## config.mk

```make
export PLATFORM = sky130hd
export DESIGN_NAME = ltc2387_rx_flat
export DESIGN_NICKNAME = d
export VERILOG_FILES = /design/src/rtl/ltc2387_rx_if.sv /design/src/rtl/ltc2387_rx.sv /design/src/flat_wrapper.sv
export SDC_FILE = /design/constraint.sdc
export NUM_CORES = 1
export LEC_CHECK = 0
export BUFFER_PORTS_ARGS = -buffer_cell sky130_fd_sc_hd__buf_2
export CORE_MARGIN = 3
export CORE_UTILIZATION = 45
export DETAILED_ROUTE_END_ITERATION = 10
export PLACE_DENSITY = 0.66
export RECOVER_POWER = 50
export SYNTH_ARGS = -nofsm -noshare
export SYNTH_HDL_FRONTEND = slang
export SYNTH_SLANG_ARGS = --single-unit
```

## constraint.sdc

```tcl
create_clock -name fast_clk -period 2.7 [get_ports fast_clk]
set_input_delay 0.27 -clock fast_clk [delete_from_list [all_inputs] [get_ports fast_clk]]
set_output_delay 0.27 -clock fast_clk [all_outputs]
set_load 0.02 [all_outputs]
```

## src/rtl/ltc2387_rx_if.sv

```systemverilog
// ltc2387_rx_if: ADC pins (CNV, burst clock, DCO/DA/DB) and downstream sample bus of ltc2387_rx.
interface ltc2387_rx_if #(parameter int ADC_WIDTH = 18);
    logic start, cnv, clk, dco, da, db, sample_valid, frame_err, busy;
    logic [ADC_WIDTH-1:0] sample;
    logic [15:0] pattern_err_cnt;
    modport master (input start, dco, da, db,
                    output cnv, clk, sample, sample_valid, frame_err, busy, pattern_err_cnt);
    modport slave  (output start, dco, da, db,
                    input cnv, clk, sample, sample_valid, frame_err, busy, pattern_err_cnt);
endinterface

```

## src/rtl/ltc2387_rx.sv

```systemverilog
// ltc2387_rx: CNV/burst-clock controller and two-lane DDR receiver for an LTC2387-class ADC.
// Define LTC2387_RX_PATTERN_CHECK_EN to build the TEST_PATTERN mismatch counter.
module ltc2387_rx #(
    parameter int ADC_WIDTH  = 18,
    parameter int CNV_PERIOD = 64,
    parameter int CNV_HIGH   = 4,
    parameter int T_CONV     = 16,
    parameter int CLK_HALF   = 2,
    parameter int DRAIN_CYC  = 4
`ifdef LTC2387_RX_PATTERN_CHECK_EN
    , parameter logic [ADC_WIDTH-1:0] TEST_PATTERN = '1
`endif
) (
    input  logic fast_clk,
    input  logic reset,
    ltc2387_rx_if.master bus
);
    localparam int PAIRS = ADC_WIDTH / 2;
    localparam int PULSES = (PAIRS + 1) / 2;
    localparam int T_BURST_END = T_CONV + 2 * CLK_HALF * PULSES;
    localparam int T_RESULT = T_BURST_END + DRAIN_CYC;
    localparam int PW = $clog2(CNV_PERIOD);
    localparam int CW = $clog2(PAIRS + 1);

    typedef enum logic [2:0] {IDLE, CNV, WAIT_CONV, BURST, DRAIN, RESULT, HOLD} state_t;
    state_t state, next;
    logic [PW-1:0] pc, bp;
    logic [CW-1:0] cnt;
    logic [ADC_WIDTH-1:0] sr, smp;
    logic [2:0] s1, s2, dly;
    logic [4:0] o;
    logic tr, win, full, cnv_n, clk_n, sv_n, fe_n;

    always_ff @(posedge fast_clk or posedge reset)
        if (reset) begin
            state <= IDLE;
            pc <= '0;
        end else begin
            state <= next;
            pc <= (state == IDLE || pc == PW'(CNV_PERIOD - 1)) ? '0 : pc + PW'(1);
        end

    always_comb begin
        next = state;
        case (state)
            IDLE:      next = bus.start ? CNV : IDLE;
            CNV:       if (pc == PW'(CNV_HIGH - 1)) next = WAIT_CONV;
            WAIT_CONV: if (pc == PW'(T_CONV - 1)) next = BURST;
            BURST:     if (pc == PW'(T_BURST_END - 1)) next = DRAIN;
            DRAIN:     if (pc == PW'(T_RESULT - 1)) next = RESULT;
            RESULT:    next = HOLD;
            HOLD:      if (pc == PW'(CNV_PERIOD - 1)) next = bus.start ? CNV : IDLE;
            default:   next = IDLE;
        endcase
    end

    always_comb begin
        bp = pc - PW'(T_CONV);
        win = state inside {CNV, WAIT_CONV, BURST, DRAIN};
        full = cnt >= CW'(PAIRS);
        cnv_n = state == CNV;
        clk_n = state == BURST && (bp / PW'(CLK_HALF)) % PW'(2) == '0;
        sv_n = state == RESULT && full;
        fe_n = state == RESULT && !full;
    end

    // Pin-facing outputs are registered so the ADC never sees decode glitches.
    always_ff @(posedge fast_clk or posedge reset)
        if (reset) o <= '0;
        else o <= {cnv_n, clk_n, win, sv_n, fe_n};

    // dly holds the synced pair from the cycle before a DCO transition is seen.
    assign tr = s2[2] ^ dly[2];
    always_ff @(posedge fast_clk or posedge reset)
        if (reset) begin
            s1 <= '0;
            s2 <= '0;
            dly <= '0;
            sr <= '0;
            cnt <= '0;
            smp <= '0;
        end else begin
            s1 <= {bus.dco, bus.da, bus.db};
            s2 <= s1;
            dly <= s2;
            if (state == CNV && pc == '0) begin
                sr <= '0;
                cnt <= '0;
            end else if (tr && win && !full) begin
                sr <= {sr[ADC_WIDTH-3:0], dly[1:0]};
                cnt <= cnt + CW'(1);
            end
            if (sv_n) smp <= sr;
        end

    assign {bus.cnv, bus.clk, bus.busy, bus.sample_valid, bus.frame_err} = o;
    assign bus.sample = smp;

`ifdef LTC2387_RX_PATTERN_CHECK_EN
    logic [15:0] pec;
    always_ff @(posedge fast_clk or posedge reset)
        if (reset) pec <= '0;
        else if (sv_n && sr != TEST_PATTERN && pec != 16'hFFFF) pec <= pec + 16'd1;
    assign bus.pattern_err_cnt = pec;
`else
    assign bus.pattern_err_cnt = '0;
`endif
endmodule
```

## src/flat_wrapper.sv

```systemverilog
// flat-port wrapper written by rule: the top's interface ports become plain ports
module ltc2387_rx_flat 
#(
    parameter int ADC_WIDTH  = 18,
    parameter int CNV_PERIOD = 64,
    parameter int CNV_HIGH   = 4,
    parameter int T_CONV     = 16,
    parameter int CLK_HALF   = 2,
    parameter int DRAIN_CYC  = 4

)
  (fast_clk, reset, bus_start, bus_dco, bus_da, bus_db, bus_cnv, bus_clk, bus_sample, bus_sample_valid, bus_frame_err, bus_busy, bus_pattern_err_cnt);
  ltc2387_rx_if #(.ADC_WIDTH(ADC_WIDTH)) bus_i ();
  input  logic fast_clk;
  input  logic reset;
  input wire logic [$bits(bus_i.start)-1:0] bus_start;
  input wire logic [$bits(bus_i.dco)-1:0] bus_dco;
  input wire logic [$bits(bus_i.da)-1:0] bus_da;
  input wire logic [$bits(bus_i.db)-1:0] bus_db;
  output wire logic [$bits(bus_i.cnv)-1:0] bus_cnv;
  output wire logic [$bits(bus_i.clk)-1:0] bus_clk;
  output wire logic [$bits(bus_i.sample)-1:0] bus_sample;
  output wire logic [$bits(bus_i.sample_valid)-1:0] bus_sample_valid;
  output wire logic [$bits(bus_i.frame_err)-1:0] bus_frame_err;
  output wire logic [$bits(bus_i.busy)-1:0] bus_busy;
  output wire logic [$bits(bus_i.pattern_err_cnt)-1:0] bus_pattern_err_cnt;
  assign bus_i.start = bus_start;
  assign bus_i.dco = bus_dco;
  assign bus_i.da = bus_da;
  assign bus_i.db = bus_db;
  assign bus_cnv = bus_i.cnv;
  assign bus_clk = bus_i.clk;
  assign bus_sample = bus_i.sample;
  assign bus_sample_valid = bus_i.sample_valid;
  assign bus_frame_err = bus_i.frame_err;
  assign bus_busy = bus_i.busy;
  assign bus_pattern_err_cnt = bus_i.pattern_err_cnt;
  ltc2387_rx #(.ADC_WIDTH(ADC_WIDTH), .CNV_PERIOD(CNV_PERIOD), .CNV_HIGH(CNV_HIGH), .T_CONV(T_CONV), .CLK_HALF(CLK_HALF), .DRAIN_CYC(DRAIN_CYC)) u_core (.fast_clk(fast_clk), .reset(reset), .bus(bus_i));
endmodule
```

==> key figures <==
Finish
  – Layout cells sized above 1: 31.4%
  – Footprint of the multi-input gates: 1050 um^2
  – Nets: 267
  – Antenna cells: 0
  – Sequential cell area: 1580 um^2
  – Filler cells: 555
  – Area growth from synthesis to layout: 12.9%

Timing
  – Tightest Pin Transition: 1.52 ns
  – Slew Viols, Final: 64
  – Final TNS setup: 0 ns
  – Final Setup Violations: 0
  – Rel. slew slack: -1.50%
  – Smallest setup slack after layout: 0.494 ns
  – Achievable Freq: 0.453 GHz
  – Period utilization: 81.7%
  – Clock Skew: 0.00870 ns
  – RSZ-0062 raised after global routing: no
  – Fin. Hold Viols: 0
  – Fin crit period: 2.21 ns

Yosys
  – Largest area contributor in the netlist: dfrtp_1
  – Synth cell types: 39
  – Top-count cell post-synth: dfrtp_1
  – FF+latch count, synth: 63
  – Yosys top cell area share: 56.7%
  – Number of flops mapped to enable cells by yosys: 0
  – Mapped Cells: 225
  – Syn_area_per_cell: 12.4 um^2
  – Yosys warning count: 0
  – Synth cell count leaders: dfrtp_1 (63), mux2i_1 (19), nor2_2 (19)
  – Top cells by area, synth: dfrtp_1 (57%), mux2i_1 (6.8%), buf_4 (4.3%), nor2_2 (4.3%), mux2_1 (3.6%)
  – Most common flop cell mapped by yosys: dfrtp_1
  – Synth async-reset ratio: 100%
  – Register area share after synthesis: 56.7%
  – Synthesized cell area: 2780 um^2

Route
  – Avg WL per Cell: 12.8 um
  – DR WL met3: 190 um
  – Top Metal Used: met4
  – Final WL: 4300 um
  – Antenna viol nets, final: 0
  – WL met1: 1920 um
  – Met2 WL: 2090 um
  – DR iter-0 viols: 61
  – Via density per instance: 4.75
  – Via Count: 1,595
  – DR pass1 iterations: 6
  – Drt drc: 0

Power
  – Static leakage: 1.59 nW
  – Maximum vdd ir drop: 0.465 mV
  – P per Cell Area: 1000 nW/um^2

CTS
  – CTS tree: yes
  – CTS max path bufs: 2
  – H-tree Lvls: 3
  – CTS Sinks: 63
  – Root Buffer: clkbuf_8
  – CTS-repair resized insts: 0
  – CTS buffer count: 9
  – Clock-pin slew on the worst setup and hold paths: 0.07 ns
  – Cts hold-fix bufs: 0
  – Number of buffers added for setup after CTS: 0
  – Clock latency on the worst-skew pair: 0.34 ns

Setup path
  – Worst EP arrival: 2.42 ns
  – Reg2reg end: u_core.sr[15]$_DFFE_PP0P_
  – Critical R2R Launch: u_core.cnt[1]$_DFFE_PP0P_
  – Crit. End Element: flop
  – Critical Path RT: 2.92 ns
  – Cells on worst reg2reg path: 7
  – Crit start category: flop
  – CP Max Fanout: 23
  – Crit path kind: flop to flop
  – Crit path from: u_core.cnt[1]$_DFFE_PP0P_
  – Crit path capture: u_core.sr[15]$_DFFE_PP0P_
  – R2R Setup Slk: 0.49 ns

Outcome
  – Failing checks: max-capacitance violations, max-slew violations
  – Status: finished with violations

Floorplanning
  – Row Count: 28
  – Die area: 7160 um^2
  – Core region area: 5960 um^2
  – Die X: 84.6 um
  – DIE HEIGHT: 84.6 um
  – Initial core utilization: 46.7%
  – I/O pin total: 45

Placement
  – Final RePlAce weighted congestion: 0.760
  – DP HPWL: 2770 um
  – Pre-CTS WS: 0.470 ns
  – IO Port Bufs: 28

Global routing
  – Initial antenna violation count: 0
  – Largest net degree at the start of global routing: 64
  – Vias in the first global route: 1,592
  – GR Util All Layers: 13.4%
  – Total gr overflow: 0
  – First-pass GRT wire length: 7420 um

Run
  – Number of max-cap violations: 1

Worst hold path
  – HP Class: primary input to flop
sequential cells by signal, summed over array words and instances (netlist names):
signal	flops
u_core.s1	3
u_core.state	3
u_core.bus.sample	18
u_core.sr	18
u_core.cnt	4
u_core.o	5
u_core.dly	3
u_core.pc	6
u_core.s2	3
layout make-up:
cell class	instances	area share (%)
Timing Repair Buffer	32	5.34
Multi-Input combinational cell	143	33.6
Clock inverter	7	3.11
Inverter	7	0.837
Clock buffer	9	3.95
Tap cell	75	2.99
Sequential cell	63	50.2
worst min-delay path by stage:
stage | startpoint | endpoint | cells after the start
floorplan | bus_db | u_core.s1[0]$_DFF_PP0_ | 0
global placement | u_core.s1[2]$_DFF_PP0_ | u_core.s2[2]$_DFF_PP0_ | 0
detailed placement | u_core.s1[2]$_DFF_PP0_ | u_core.s2[2]$_DFF_PP0_ | 0
CTS | bus_db | u_core.s1[0]$_DFF_PP0_ | 1
global route | bus_db | u_core.s1[0]$_DFF_PP0_ | 1
finish | bus_dco | u_core.s1[2]$_DFF_PP0_ | 1
stage by stage:
step	std cells	hold slack (ns)	instance area [um^2]	power, mW	util, %
floorplan	240	0.301	2840	2.13	-
global placement	320	0.333	2920	2.25	49.0
detailed placement	320	0.335	2920	2.29	49.0
CTS	336	0.0207	3140	3.21	52.8
global route	336	0.0161	3140	3.38	52.7
finish	336	0.0372	3140	3.15	52.7
power breakdown:
part           total, mW  switching (mW)  internal [mW]
Combinational      0.839           0.457          0.382
Clock              0.900           0.380          0.520
Sequential          1.41           0.234           1.18
cells in the final DEF (no fill, tap or decap), types with 4 or more instances in the layout:
cell type,netlist,routed
buf_2,3,28
mux2i_1,19,19
o21ai_0,4,4
conb_1,1,16
nand2_1,5,5
clkbuf_8,0,9
nor2_2,19,19
ha_1,5,5
nor2_1,15,15
mux2_1,9,9
mux2_2,9,9
nand3_1,6,6
dfrtp_1,63,63
xnor2_1,5,5
inv_1,7,7
kinds of logic (layout without fill, tap and decap cells):
logic type	count (synthesis)	count (layout)	share of synthesized area, %
AND/OR/NAND/NOR	64	64	13.0
flip-flops	63	63	56.7
multiplexers	37	37	14.1
buffers and inverters	34	55	7.43
AO/OA/AOI/OAI	14	14	4.19
XOR/XNOR	7	7	2.21
adder cells (fa/ha/maj)	5	5	2.25
other	1	16	0.135
per-layer routing:
metal	up-vias	global-route usage, %
met5	-	0
met4	0	7.34
met3	9	4.51
met2	31	22.1
met1	772	15.4
li1	783	-
worst max-delay path, cell delays in order (launching register included):
cell and delay [ns]:
dfrtp_1 0.40, inv_1 0.08, ha_1 0.18, or3b_4 0.39, a2111oi_4 0.34, buf_4 0.39, mux2i_1 0.27, nor2_2 0.04
(Power assumes the default switching activity.)
